===== config.mk =====
export PLATFORM = sky130hd
export DESIGN_NAME = result_display
export DESIGN_NICKNAME = d
export VERILOG_FILES = /design/src/rtl/result_display.sv
export SDC_FILE = /design/constraint.sdc
export NUM_CORES = 1
export LEC_CHECK = 0
export CORE_ASPECT_RATIO = 0.8
export CORE_MARGIN = 2
export CORE_UTILIZATION = 45
export CTS_CLUSTER_DIAMETER = 120
export CTS_CLUSTER_SIZE = 28
export DETAILED_ROUTE_END_ITERATION = 10
export GPL_TIMING_DRIVEN = 0
export PLACE_DENSITY = 0.72
export SLEW_MARGIN = 40
export SYNTH_ARGS = -nofsm -noshare
export SYNTH_HDL_FRONTEND = slang
export SYNTH_SLANG_ARGS = --single-unit

===== constraint.sdc =====
create_clock -name clk -period 15.45 [get_ports clk]
set_input_delay 4.635 -clock clk [delete_from_list [all_inputs] [get_ports clk]]
set_output_delay 4.635 -clock clk [all_outputs]
set_load 0.05 [all_outputs]

===== src/rtl/result_display.sv =====
// Sequences slope, intercept and determinant onto a single seven-segment digit:
// a tag glyph, then tens and ones digits, then a blank gap, repeating per item.
module result_display #(
    parameter int unsigned RESULT_WIDTH = 12,
    parameter int unsigned HOLD_CYCLES  = 1000
) (
    input  logic                      clk,
    input  logic                      rst_n,
    input  logic                      done,
    input  logic [2*RESULT_WIDTH-1:0] C_packed,
    input  logic [RESULT_WIDTH-1:0]   det,
    input  logic                      error_det,
    input  logic                      error_values,
    output logic [6:0]                seg,
    output logic                      dp,
    output logic                      busy,
    output logic                      ovf
);

    localparam int unsigned RW = RESULT_WIDTH;
    localparam int unsigned MW = RESULT_WIDTH + 1;
    localparam int unsigned CW = (HOLD_CYCLES > 1) ? $clog2(HOLD_CYCLES) : 1;

    typedef enum logic [2:0] {
        IDLE = 3'd0,
        TAG  = 3'd1,
        TENS = 3'd2,
        ONES = 3'd3,
        GAP  = 3'd4,
        ERR  = 3'd5
    } state_t;

    state_t          state, state_nxt;
    logic [1:0]      item, item_nxt;
    logic [CW-1:0]   cnt, cnt_nxt;
    logic            load;
    logic [RW-1:0]   slope_q, icpt_q, det_q;

    logic [RW-1:0]   cur;
    logic [MW-1:0]   cur_ext, mag;
    logic            big;
    logic [3:0]      tens, ones;

    function automatic logic [6:0] digit_glyph(input logic [3:0] d);
        case (d)
            4'd0:    digit_glyph = 7'h3F;
            4'd1:    digit_glyph = 7'h06;
            4'd2:    digit_glyph = 7'h5B;
            4'd3:    digit_glyph = 7'h4F;
            4'd4:    digit_glyph = 7'h66;
            4'd5:    digit_glyph = 7'h6D;
            4'd6:    digit_glyph = 7'h7D;
            4'd7:    digit_glyph = 7'h07;
            4'd8:    digit_glyph = 7'h7F;
            4'd9:    digit_glyph = 7'h6F;
            default: digit_glyph = 7'h00;
        endcase
    endfunction

    // State, sequencing counters and latched results
    always_ff @(posedge clk or negedge rst_n) begin
        if (!rst_n) begin
            state   <= IDLE;
            item    <= 2'd0;
            cnt     <= '0;
            slope_q <= '0;
            icpt_q  <= '0;
            det_q   <= '0;
        end else begin
            state <= state_nxt;
            item  <= item_nxt;
            cnt   <= cnt_nxt;
            if (load) begin
                slope_q <= C_packed[2*RW-1:RW];
                icpt_q  <= C_packed[RW-1:0];
                det_q   <= det;
            end
        end
    end

    // Errors outrank a restart, and a restart outranks the normal phase advance
    always_comb begin
        state_nxt = state;
        item_nxt  = item;
        cnt_nxt   = cnt;
        load      = 1'b0;
        if (error_values || (done && error_det)) begin
            state_nxt = ERR;
            item_nxt  = 2'd0;
            cnt_nxt   = '0;
        end else if (done) begin
            state_nxt = TAG;
            item_nxt  = 2'd0;
            cnt_nxt   = '0;
            load      = 1'b1;
        end else begin
            case (state)
                TAG, TENS, ONES, GAP: begin
                    if (cnt == CW'(HOLD_CYCLES - 1)) begin
                        cnt_nxt = '0;
                        case (state)
                            TAG:     state_nxt = TENS;
                            TENS:    state_nxt = ONES;
                            ONES:    state_nxt = GAP;
                            default: begin
                                state_nxt = TAG;
                                item_nxt  = (item == 2'd2) ? 2'd0 : item + 2'd1;
                            end
                        endcase
                    end else begin
                        cnt_nxt = cnt + CW'(1);
                    end
                end
                default: ;
            endcase
        end
    end

    // Display decode from registered state only
    always_comb begin
        case (item)
            2'd0:    cur = slope_q;
            2'd1:    cur = icpt_q;
            2'd2:    cur = det_q;
            default: cur = '0;
        endcase
        cur_ext = {cur[RW-1], cur};
        mag     = cur[RW-1] ? (MW'(0) - cur_ext) : cur_ext;
        big     = (mag > MW'(99));
        tens    = big ? 4'd9 : 4'(mag / MW'(10));
        ones    = big ? 4'd9 : 4'(mag % MW'(10));

        seg  = 7'h00;
        dp   = 1'b0;
        busy = 1'b0;
        ovf  = 1'b0;
        case (state)
            TAG: begin
                busy = 1'b1;
                dp   = cur[RW-1];
                ovf  = big;
                case (item)
                    2'd0:    seg = 7'h77;
                    2'd1:    seg = 7'h7C;
                    2'd2:    seg = 7'h5E;
                    default: seg = 7'h00;
                endcase
            end
            TENS: begin
                busy = 1'b1;
                dp   = cur[RW-1];
                ovf  = big;
                seg  = digit_glyph(tens);
            end
            ONES: begin
                busy = 1'b1;
                dp   = cur[RW-1];
                ovf  = big;
                seg  = digit_glyph(ones);
            end
            GAP:     busy = 1'b1;
            ERR:     seg  = 7'h79;
            default: ;
        endcase
    end

endmodule


# Word level (Yosys, flattened, before mapping)
# Memories as Yosys holds them, arrays and structs flattened.
# Index checks and enable logic that the tools add are counted.
totals:
  register_bits: 51
  rom_bits: 224
  input_bits: 41
  output_inout_bits: 10
  word_cells: 58
  mem_count: 2
mem_list:
  columns: ["name", "words", "width", "rd", "rd_ports_with_merged_regs", "wr", "line", "source"]
  rows:
  - ["(no name shown)", 16, 7, 1, 0, 0, "45", "case (d)"]
  - ["(no name shown)", 16, 7, 1, 0, 0, "45", null]
op_classes:
  n_addsub: 3
  n_div: 2
  n_lt_le_gt_ge: 1
  n_eq_ne: 9
  mux: 26
  reduce_logical: 9
ops:
  columns: ["operator", "count"]
  rows:
  - ["$mux 10", 4]
  - ["$pmux 12 s3", 1]
  - ["$pmux 7 s4", 1]
  - ["$pmux 7 s3", 1]
  - ["$div 13x4->13 const B", 1]
  - ["$gt 13x7->1 const B", 1]
  - ["$mod 13x4->13 const B", 1]
  - ["$mux 13", 1]
  - ["$sub 1x12->13 const A", 1]
  - ["$mux 2", 6]
  - ["$mux 3", 4]
  - ["$add 10x1->10 const B", 1]
  - ["$eq 10x10->1 const B", 1]
  - ["$pmux 3 s3", 1]
  - ["$mux 4", 2]
  - ["$eq 3x2->1 const B", 2]
  - ["$eq 3x3->1 const B", 2]
  - ["$reduce_bool 3->1", 2]
  - ["$mux 1", 5]
  - ["$reduce_or 4->1", 1]
  - ["$eq 3x1->1 const B", 1]
  - ["$ne 3x1->1 const B", 1]
  - ["$reduce_and 3->1", 1]
  - ["$reduce_or 3->1", 1]
  - ["other kinds (7)", 7]

# Depth between registers and ports, before layout
# Gate-level depths: netlist of the first run.
# An unclocked memory read counts as a cell.
depth:
  word_depth: 8
  ltp_mapped: 39
  depth_no_buf: 38

# Worst setup path before layout of the first run
# OpenSTA, ideal clock, no wires.
synth_path:
  path_type: "register to output"
  start: "register item[0]"
  end: "output port seg[4]"
  arrival_ns: 8.065
  t_required_ns: 10.815
  slack_ns: 2.750
  path_stages_with_launch: 35
  cell_sequence: "dfrtp_1 > ha_1 > clkbuf_1 > clkbuf_1 > clkbuf_1 > or2_2 > ha_1 > nand3_1 > nor2_1 > mux2_2 > o31a_1 > o21ai_1 > a21oi_1 > a31oi_2 > o21ai_1 > a21oi_4 > o31ai_1 > a311oi_1 > ha_1 > inv_1 > and3_1 > o31ai_4 > a22oi_4 > xnor2_1 > inv_1 > ha_1 > a21o_1 > nor2_1 > mux2i_1 > a21o_2 > xnor2_1 > nand2b_1 > ha_1 > mux2i_1 > o311ai_1"
synth_via:
  elab_chain_len: 8
synth_rtl:
  columns: ["item", "line", "source"]
  rows:
  - ["from (decl)", "34", "logic [1:0] item, item_nxt;"]
  - ["from (signal assigned)", "71", "item <= item_nxt;"]
  - ["$eq 2x2->1 (tied with other cells)", "121, 142", null]
  - ["$pmux 12 s3", "121", "case (item)"]
  - ["$sub 1x12->13", "128", "mag = cur[RW-1] ? (MW'(0) - cur_ext) : cur_ext;"]
  - ["$mux 13", "128", null]
  - ["$mod 13x4->13 (tied with other cells)", "131", "ones = big ? 4'd9 : 4'(mag % MW'(10));"]
  - ["$mux 4, on equally long branches", "131, 130", null]
  - ["$mem_v2 16x7", null, null]
  - ["$pmux 7 s4 *", "137", "case (state)"]
  - ["to (decl)", "14", "output logic [6:0] seg,"]
# Every way passes the cells marked *; elsewhere a longest branch is shown, timed or not.

# Worst setup path in the final report of the first run
layout_path:
  start: "register item[0]"
  end: "output port seg[6]"
# Same word-level chain as after synthesis.

==> summary.txt, run 1 <==
Logic synthesis
  – Post-synthesis mux area share: 12.0%
  – Share of the yosys chip area belonging to registers: approximately 29%
  – Top FF cell, synth: dfrtp_1
  – Syn nets: 543
  – Syn avg cell area: 9.07 sq um
  – Ys async rst share: 100%
  – Register bit total from synthesis: 51
  – Post-synthesis cell type count: 87
  – Synth Area in Compound Gates: approximately 26%
  – Simple-gate share of the synthesized area: roughly a fifth
  – Synth Area in Adders: 4.83%
  – Synthesized instance count: around 490
  – XOR/XNOR share of the synthesized area: 3.98%
  – Yosys Warn Count: 0
  – Post-Syn Area: approximately 4400 sq um
  – Largest family of logic cells by synthesized area: compound AO/OA/AOI/OAI gates
  – Number of synthesized flops with an enable pin: 0

Clocking
  – Post-CTS Resized: 0
  – Worst-Skew Late Latency: 0.29 ns
  – Max H-tree Level: 2
  – Setup bufs post-CTS: 0
  – CTS sink count: 51
  – Cts bufs inserted: 5
  – CTS Root Cell: clkbuf_16
  – Register clock-pin slew on the reported worst setup and hold paths: 0.06 ns
  – Clk buf depth: 2
  – CTS tree: done
  – # hold bufs at CTS: 0

STA
  – Worst slew pin tran: about 0.8 ns
  – RSZ-0062 raised after global routing: no
  – Final Slew Violations: 0
  – Setup ws final: 0.879 ns
  – Final hold violation count: 0
  – Finish-stage setup viols: 0
  – Final period utilization: between 90% and 100%
  – Hold_ws: 0.486 ns
  – Fin Setup TNS: 0 ns
  – Slew headroom: between 40% and 50%
  – Fmax: between 60 and 70 MHz
  – Final clock skew: between 0.002 and 0.0025 ns
  – Fin crit period: 14.57 ns

Pwr
  – Comb pwr share: between 70% and 80%
  – VDD IR max: 0.000297 V
  – Power per Cell Area: 237 nW/um^2
  – P_int: 0.591 mW
  – Design Power: 1.25 mW
  – Switching Fraction: 52.6%
  – Clk pwr share: 9.9%
  – P_leak: 2.07 nW
  – Reg power frac: 13.2%
  – Psw: 0.657 mW

Die
  – Die area: 10600 sq um
  – Die extent in x: approximately 110 um
  – Die Y: between 90 and 100 um
  – # rows: 32
  – Core ar.: 9570 sq um
  – Initial Util: 46.0%
  – Io pins: 51

Drt
  – Via count: 4179
  – DRC viols: 0
  – First-pass DRT Iterations: 6
  – DRT iter0 DRCs: 360
  – Detailed Route WL: 11.9 mm
  – Avg Vias per Cell: 6.27
  – DR WL/cell: 17.8 um
  – DRT antenna net count: 0

Run status
  – Status: completed

Critical path
  – CP required: around 11 ns
  – CP Max Fanout: 10
  – Worst r2r dst: item[0]$_DFFE_PN0P_
  – R2R setup slack: roughly 13 ns
  – Cells on worst reg2reg path: 6
  – Worst stage delay on the critical path: around 0.73 ns
  – Worst EP arrival: 9.94 ns
  – CP Launch Type: register
  – Slowest stage cell, crit path: clkdlybuf4s50_1
  – CP Capture Type: output port
  – CP Class: register to output port
  – Worst R2R Start: state[2]$_DFFE_PN0P_

Hold path
  – Worst Hold Path Cells: 1
  – Worst Hold Class: register to register
  – Hold_sp: cnt[9]$_DFFE_PN0P_
  – Worst Hold Path EP: cnt[9]$_DFFE_PN0P_

Cells and area
  – Area occupied by multi-input gates: 2970 sq um
  – Filler instances: roughly 900
  – Most common cell after layout, fill and taps aside: dfrtp_1
  – Share of layout cells above drive strength 1: 17.7%
  – Area grow syn2layout: 19.6%
  – Commonest cells after routing, fill and taps aside: 51 x dfrtp_1, 49 x clkdlybuf4s50_1, 42 x nor2_1
  – Register Area: 1280 sq um
  – Design Area, Final: approximately 5300 sq um
  – Nets: 606
  – Antenna diodes: 0

GRT
  – First-pass GRT wire length: a little over 20 mm
  – GR Overflow Total: 0
  – Vias in the first global route: ~4100
  – Total track usage: 23.3%
  – Antenna violations before repair: 0
  – Largest net degree at the start of global routing: 46

Job
  – Max-cap viol count: 0

Placed design
  – I/O Buffers: 50
  – Half-perimeter wire length after placement: 8.92 mm
  – Final GP Congestion: 0.859
  – Place WS: 1.11 ns
  – Placed Area: 5080 sq um
critical path: cells and delay by family, from the launching register on:
| family | cells | cell delay, ns |
|---|---|---|
| AOI/OAI and AO/OA | 17 | 4.21 |
| xor gates and xnor gates | 2 | 0.43 |
| adders and majority gates | 5 | 1.17 |
| and+or+nand+nor | 7 | 1.39 |
| DFF | 1 | 0.42 |
| muxes | 2 | 0.49 |
| buffers and inverters | 7 | 1.51 |
cells in the mapped netlist (all sizes together), types with 3 or more instances:
master / number / share of area, %
a2111oi: 3 / 0.60
a21o: 7 / 1.2
a21oi: 12 / 1.6
a221oi: 3 / 0.74
a222oi: 12 / 2.7
a22o: 3 / 0.63
a22oi: 4 / 1.0
a311oi: 6 / 1.2
a31o: 3 / 0.60
a31oi: 11 / 2.2
and3: 11 / 1.6
buf: 9 / 1.3
clkbuf: 12 / 1.0
dfrtp: 51 / 29
ha: 17 / 4.8
inv: 16 / 1.4
mux2: 39 / 10
mux2i: 7 / 2.0
nand2: 39 / 3.4
nand2b: 6 / 0.85
nand3: 18 / 2.0
nand4: 15 / 2.1
nor2: 44 / 4.0
nor2b: 7 / 1.0
nor3: 9 / 1.1
nor3b: 4 / 0.68
nor4: 5 / 0.85
o211ai: 7 / 1.2
o21ai: 25 / 2.9
o221ai: 3 / 0.74
o31a: 3 / 0.60
o31ai: 11 / 2.4
o41ai: 3 / 0.77
or2: 7 / 1.0
xnor2: 13 / 2.6
xor2: 7 / 1.4
cell families (layout without fill, tap and decap cells):
family / after synthesis / count (layout)
fa+ha+maj: 17 / 17
buf+inv: 37 / 100
mux: 46 / 46
compound gates: 138 / 138
simple gates: 176 / 176
flops: 51 / 51
xor+xnor: 20 / 20
state kept, by name, summed over array words and instances (netlist names):
name     count
cnt         10
det_q       12
icpt_q      12
item         2
slope_q     12
state        3
layout make-up:
class                      count  share of cell area [%]
clock inverter                 2                   0.713
timing repair buffer          56                    10.3
buffer                        21                    1.95
tap                          119                    2.83
clock buffer                   5                    2.38
sequential                    51                    24.2
multi-input combinational    397                    56.5
inverter                      16                    1.14
power groups by stage:
stage | combinational (mW) | clock (mW) | sequential (mW)
6_report | 0.960 | 0.124 | 0.165
5_1_grt | 1.05 | 0.132 | 0.168
4_1_cts | 0.941 | 0.126 | 0.165
3_5_place_dp | 0.938 | 0 | 0.167
3_3_place_gp | 0.909 | 0 | 0.166
2_1_floorplan | 0.749 | 0 | 0.163
worst max path at each step:
stage,slack [ns],cells past startpoint,end,start
floorplan,2.75,34,seg[4],item[0]$_DFFE_PN0P_
global placement,1.37,39,seg[6],item[0]$_DFFE_PN0P_
detailed placement,1.11,39,seg[6],item[0]$_DFFE_PN0P_
CTS,0.72,39,seg[6],item[0]$_DFFE_PN0P_
global route,0.04,40,seg[6],item[0]$_DFFE_PN0P_
finish,0.88,40,seg[6],item[0]$_DFFE_PN0P_
metal layers:
metal	track usage (%)	share of wire (%)	up-vias
met5	0	0	-
met4	2.13	0.14	0
met3	3.53	5.8	3
met2	37.8	46	138
met1	33.9	48	2040
li1	-	-	1998
stage by stage:
step	util, %	std cells
finish	55.0	667
global route	55.0	667
CTS	54.8	665
detailed placement	53.1	658
global placement	52.8	654
floorplan	-	485
Power figures use the tool's default switching activity.
==> inputs of run 2 (changes only) <==
--- a/config.mk
+++ b/config.mk
@@ -11,8 +11,9 @@
 export CTS_CLUSTER_DIAMETER = 120
 export CTS_CLUSTER_SIZE = 28
 export DETAILED_ROUTE_END_ITERATION = 10
+export DONT_BUFFER_PORTS = 1
 export GPL_TIMING_DRIVEN = 0
-export PLACE_DENSITY = 0.72
+export PLACE_DENSITY = 0.66
 export SLEW_MARGIN = 40
 export SYNTH_ARGS = -nofsm -noshare
 export SYNTH_HDL_FRONTEND = slang
==> run 2 against run 1 <==
Non-clock buffer count fell by 48. Wire length decreased by 5.3%. Critical path depth shrank 2. Maximum frequency increased by 0.61%. Sequential share of layout area increased by 2.4 points. First-iteration DRC count is 17% lower. Clock power is 13% lower. Register-to-register slack got worse by 0.14 ns. Via count shrank 5.3%. Count of clock-buffer cells in the layout grew 1. Critical endpoint unchanged. Highest routed layer unchanged.
==> summary.txt, run 2 (synthesis gave the netlist of run 1 again) <==
Run status
  – Status: completed

Drt
  – DRT iter0 DRCs: 300
  – Detailed Route WL: 11.2 mm
  – Avg Vias per Cell: 6.38
  – First-pass DRT Iterations: 5
  – DRC viols: 0
  – DR WL/cell: roughly 18 um
  – DRT antenna net count: 0
  – Via count: 3957

GRT
  – Antenna violations before repair: 0
  – Met2 Use GR: 34.0%
  – Vias in the first global route: 3825
  – GRT met1 Usage: 30.9%
  – GR Util met3: 3.99%
  – Gr busiest metal: met2
  – Largest net degree at the start of global routing: 52
  – First-pass GRT wire length: 18.6 mm
  – Total track usage: a little over a fifth
  – GR Overflow Total: 0

Cells and area
  – Antenna diodes: 0
  – Area grow syn2layout: 8.73%
  – Commonest cells after routing, fill and taps aside: 51 x dfrtp_1, 41 x nor2_1, 39 x mux2_2
  – Filler instances: 881
  – Most common cell after layout, fill and taps aside: dfrtp_1
  – Share of layout cells above drive strength 1: 20.2%
  – Design Area, Final: roughly 4800 sq um
  – Register Area: around 1300 sq um
  – Nets: 558
  – Biggest regs: det_q x12, icpt_q x12, slope_q x12
  – Area occupied by multi-input gates: 3010 sq um

Critical path
  – CP Capture Type: output port
  – Slowest stage cell, crit path: o31ai_1
  – CP Launch Type: register
  – Worst path bufs/invs: 7
  – Worst stage delay on the critical path: 0.52 ns
  – CP Max Fanout: 10
  – CP required: 10.82 ns
  – Crit path top cell by count: ha_1
  – CP delay by family, top: compound AO/OA/AOI/OAI gates
  – Worst EP arrival: approximately 9.9 ns
  – CP Class: register to output port

Placed design
  – Placed Area: 4640 sq um
  – I/O Buffers: 0
  – Final GP Congestion: 0.879
  – Half-perimeter wire length after placement: 8.61 mm
  – Place WS: 1.37 ns

Pwr
  – Reg power frac: 13.7%
  – Comb pwr share: 77.4%
  – P_int: 0.558 mW
  – Power per Cell Area: 252 nW/um^2
  – P_leak: around 1.9 nW
  – Psw: 0.650 mW
  – Clk pwr share: 8.9%
  – VDD IR max: about 0.00028 V
  – Switching Fraction: between 50% and 60%
  – Design Power: 1.21 mW

STA
  – Slew headroom: between 40% and 50%
  – Final clock skew: 0.00305 ns
  – Worst slew pin tran: 0.778 ns
  – Final hold violation count: 0
  – Final Slew Violations: 0
  – Fin crit period: 14.48 ns
  – Setup ws final: 0.967 ns
  – Fmax: 69.0 MHz
  – Fin Setup TNS: 0 ns
  – RSZ-0062 raised after global routing: no
  – Finish-stage setup viols: 0
  – Hold_ws: 0.504 ns
  – Final period utilization: between 90% and 100%

Die
  – Io pins: just over 50
  – Die area: 10600 sq um
  – Die Y: 92.5 um
  – Initial Util: 46.0%
  – Die extent in x: 115 um
  – # rows: 32
  – Core ar.: 9570 sq um

Clocking
  – Cts bufs inserted: 5
  – CTS tree: done
  – Setup bufs post-CTS: 0
  – Max H-tree Level: 2
  – Post-CTS Resized: 0
  – Register clock-pin slew on the reported worst setup and hold paths: 0.07 ns
  – Clk buf depth: 2
  – CTS Root Cell: clkbuf_16
  – Worst-Skew Late Latency: approximately 0.29 ns
  – CTS sink count: 51
  – # hold bufs at CTS: 0

Job
  – Max-cap viol count: 0

Hold path
  – Worst Hold Class: register to register
==> run 2: cell count changes in the layout (fill, tap and decap cells not counted), sizes merged <==
cell and delta:
bufinv -1, clkdlybuf4s50 -49, buf +2, clkinv +1
==> run 2: path summary, 6_finish.rpt <==
path	from	to	slack, ns	cells past startpoint
setup reg to reg	state[2]$_DFFE_PN0P_	item[1]$_DFFE_PN0P_	12.92	8
setup / recovery	item[1]$_DFFE_PN0P_	seg[6]	0.97	38
min in group asynchronous	rst_n	cnt[2]$_DFFE_PN0P_	4.03	0
max in group asynchronous	rst_n	slope_q[6]$_DFFE_PN0P_	11.32	0
hold reg to reg	cnt[9]$_DFFE_PN0P_	cnt[9]$_DFFE_PN0P_	0.50	1
hold / removal	cnt[9]$_DFFE_PN0P_	cnt[9]$_DFFE_PN0P_	0.50	1
==> run 2: layout make-up <==
type / count / area share (%)
Clock inverter: 2 / 0.262
Clock buffer: 6 / 2.69
Multi-Input combinational cell: 397 / 63.0
Timing Repair Buffer: 8 / 0.889
Buffer: 21 / 2.12
Sequential cell: 51 / 26.7
Tap cell: 119 / 3.11
Inverter: 16 / 1.26
==> run 2: metal layers <==
metal	part of all wire, %	up-vias	wire (um)
met1	48	1934	5360
met2	45	116	5060
met4	0.86	0	97
met3	6.4	8	721
met5	0	-	0
li1	-	1899	-
==> run 2: worst reg2reg max path: cells and delay by family, from the launching register on <==
| kind | cells | cell delay [ns] |
|---|---|---|
| flip-flops | 1 | 0.36 |
| buffers and inverters | 3 | 0.60 |
| AO/OA/AOI/OAI | 2 | 0.53 |
| XOR/XNOR | 1 | 0.37 |
| AND/OR/NAND/NOR | 2 | 0.57 |
==> run 2: power groups by stage <==
stage	sequential [mW]	combinational (mW)	clock [mW]
after floorplan	0.163	0.749	0
after global placement	0.166	0.888	0
after detailed placement	0.167	0.919	0
after CTS	0.165	0.924	0.111
after global routing	0.167	1.02	0.116
final	0.165	0.935	0.108
==> run 2: metrics by stage <==
stage	util [%]	instances
after floorplan	-	485
after global placement	47.5	604
after detailed placement	48.4	611
after CTS	49.9	619
after global routing	50.0	620
final	50.0	620
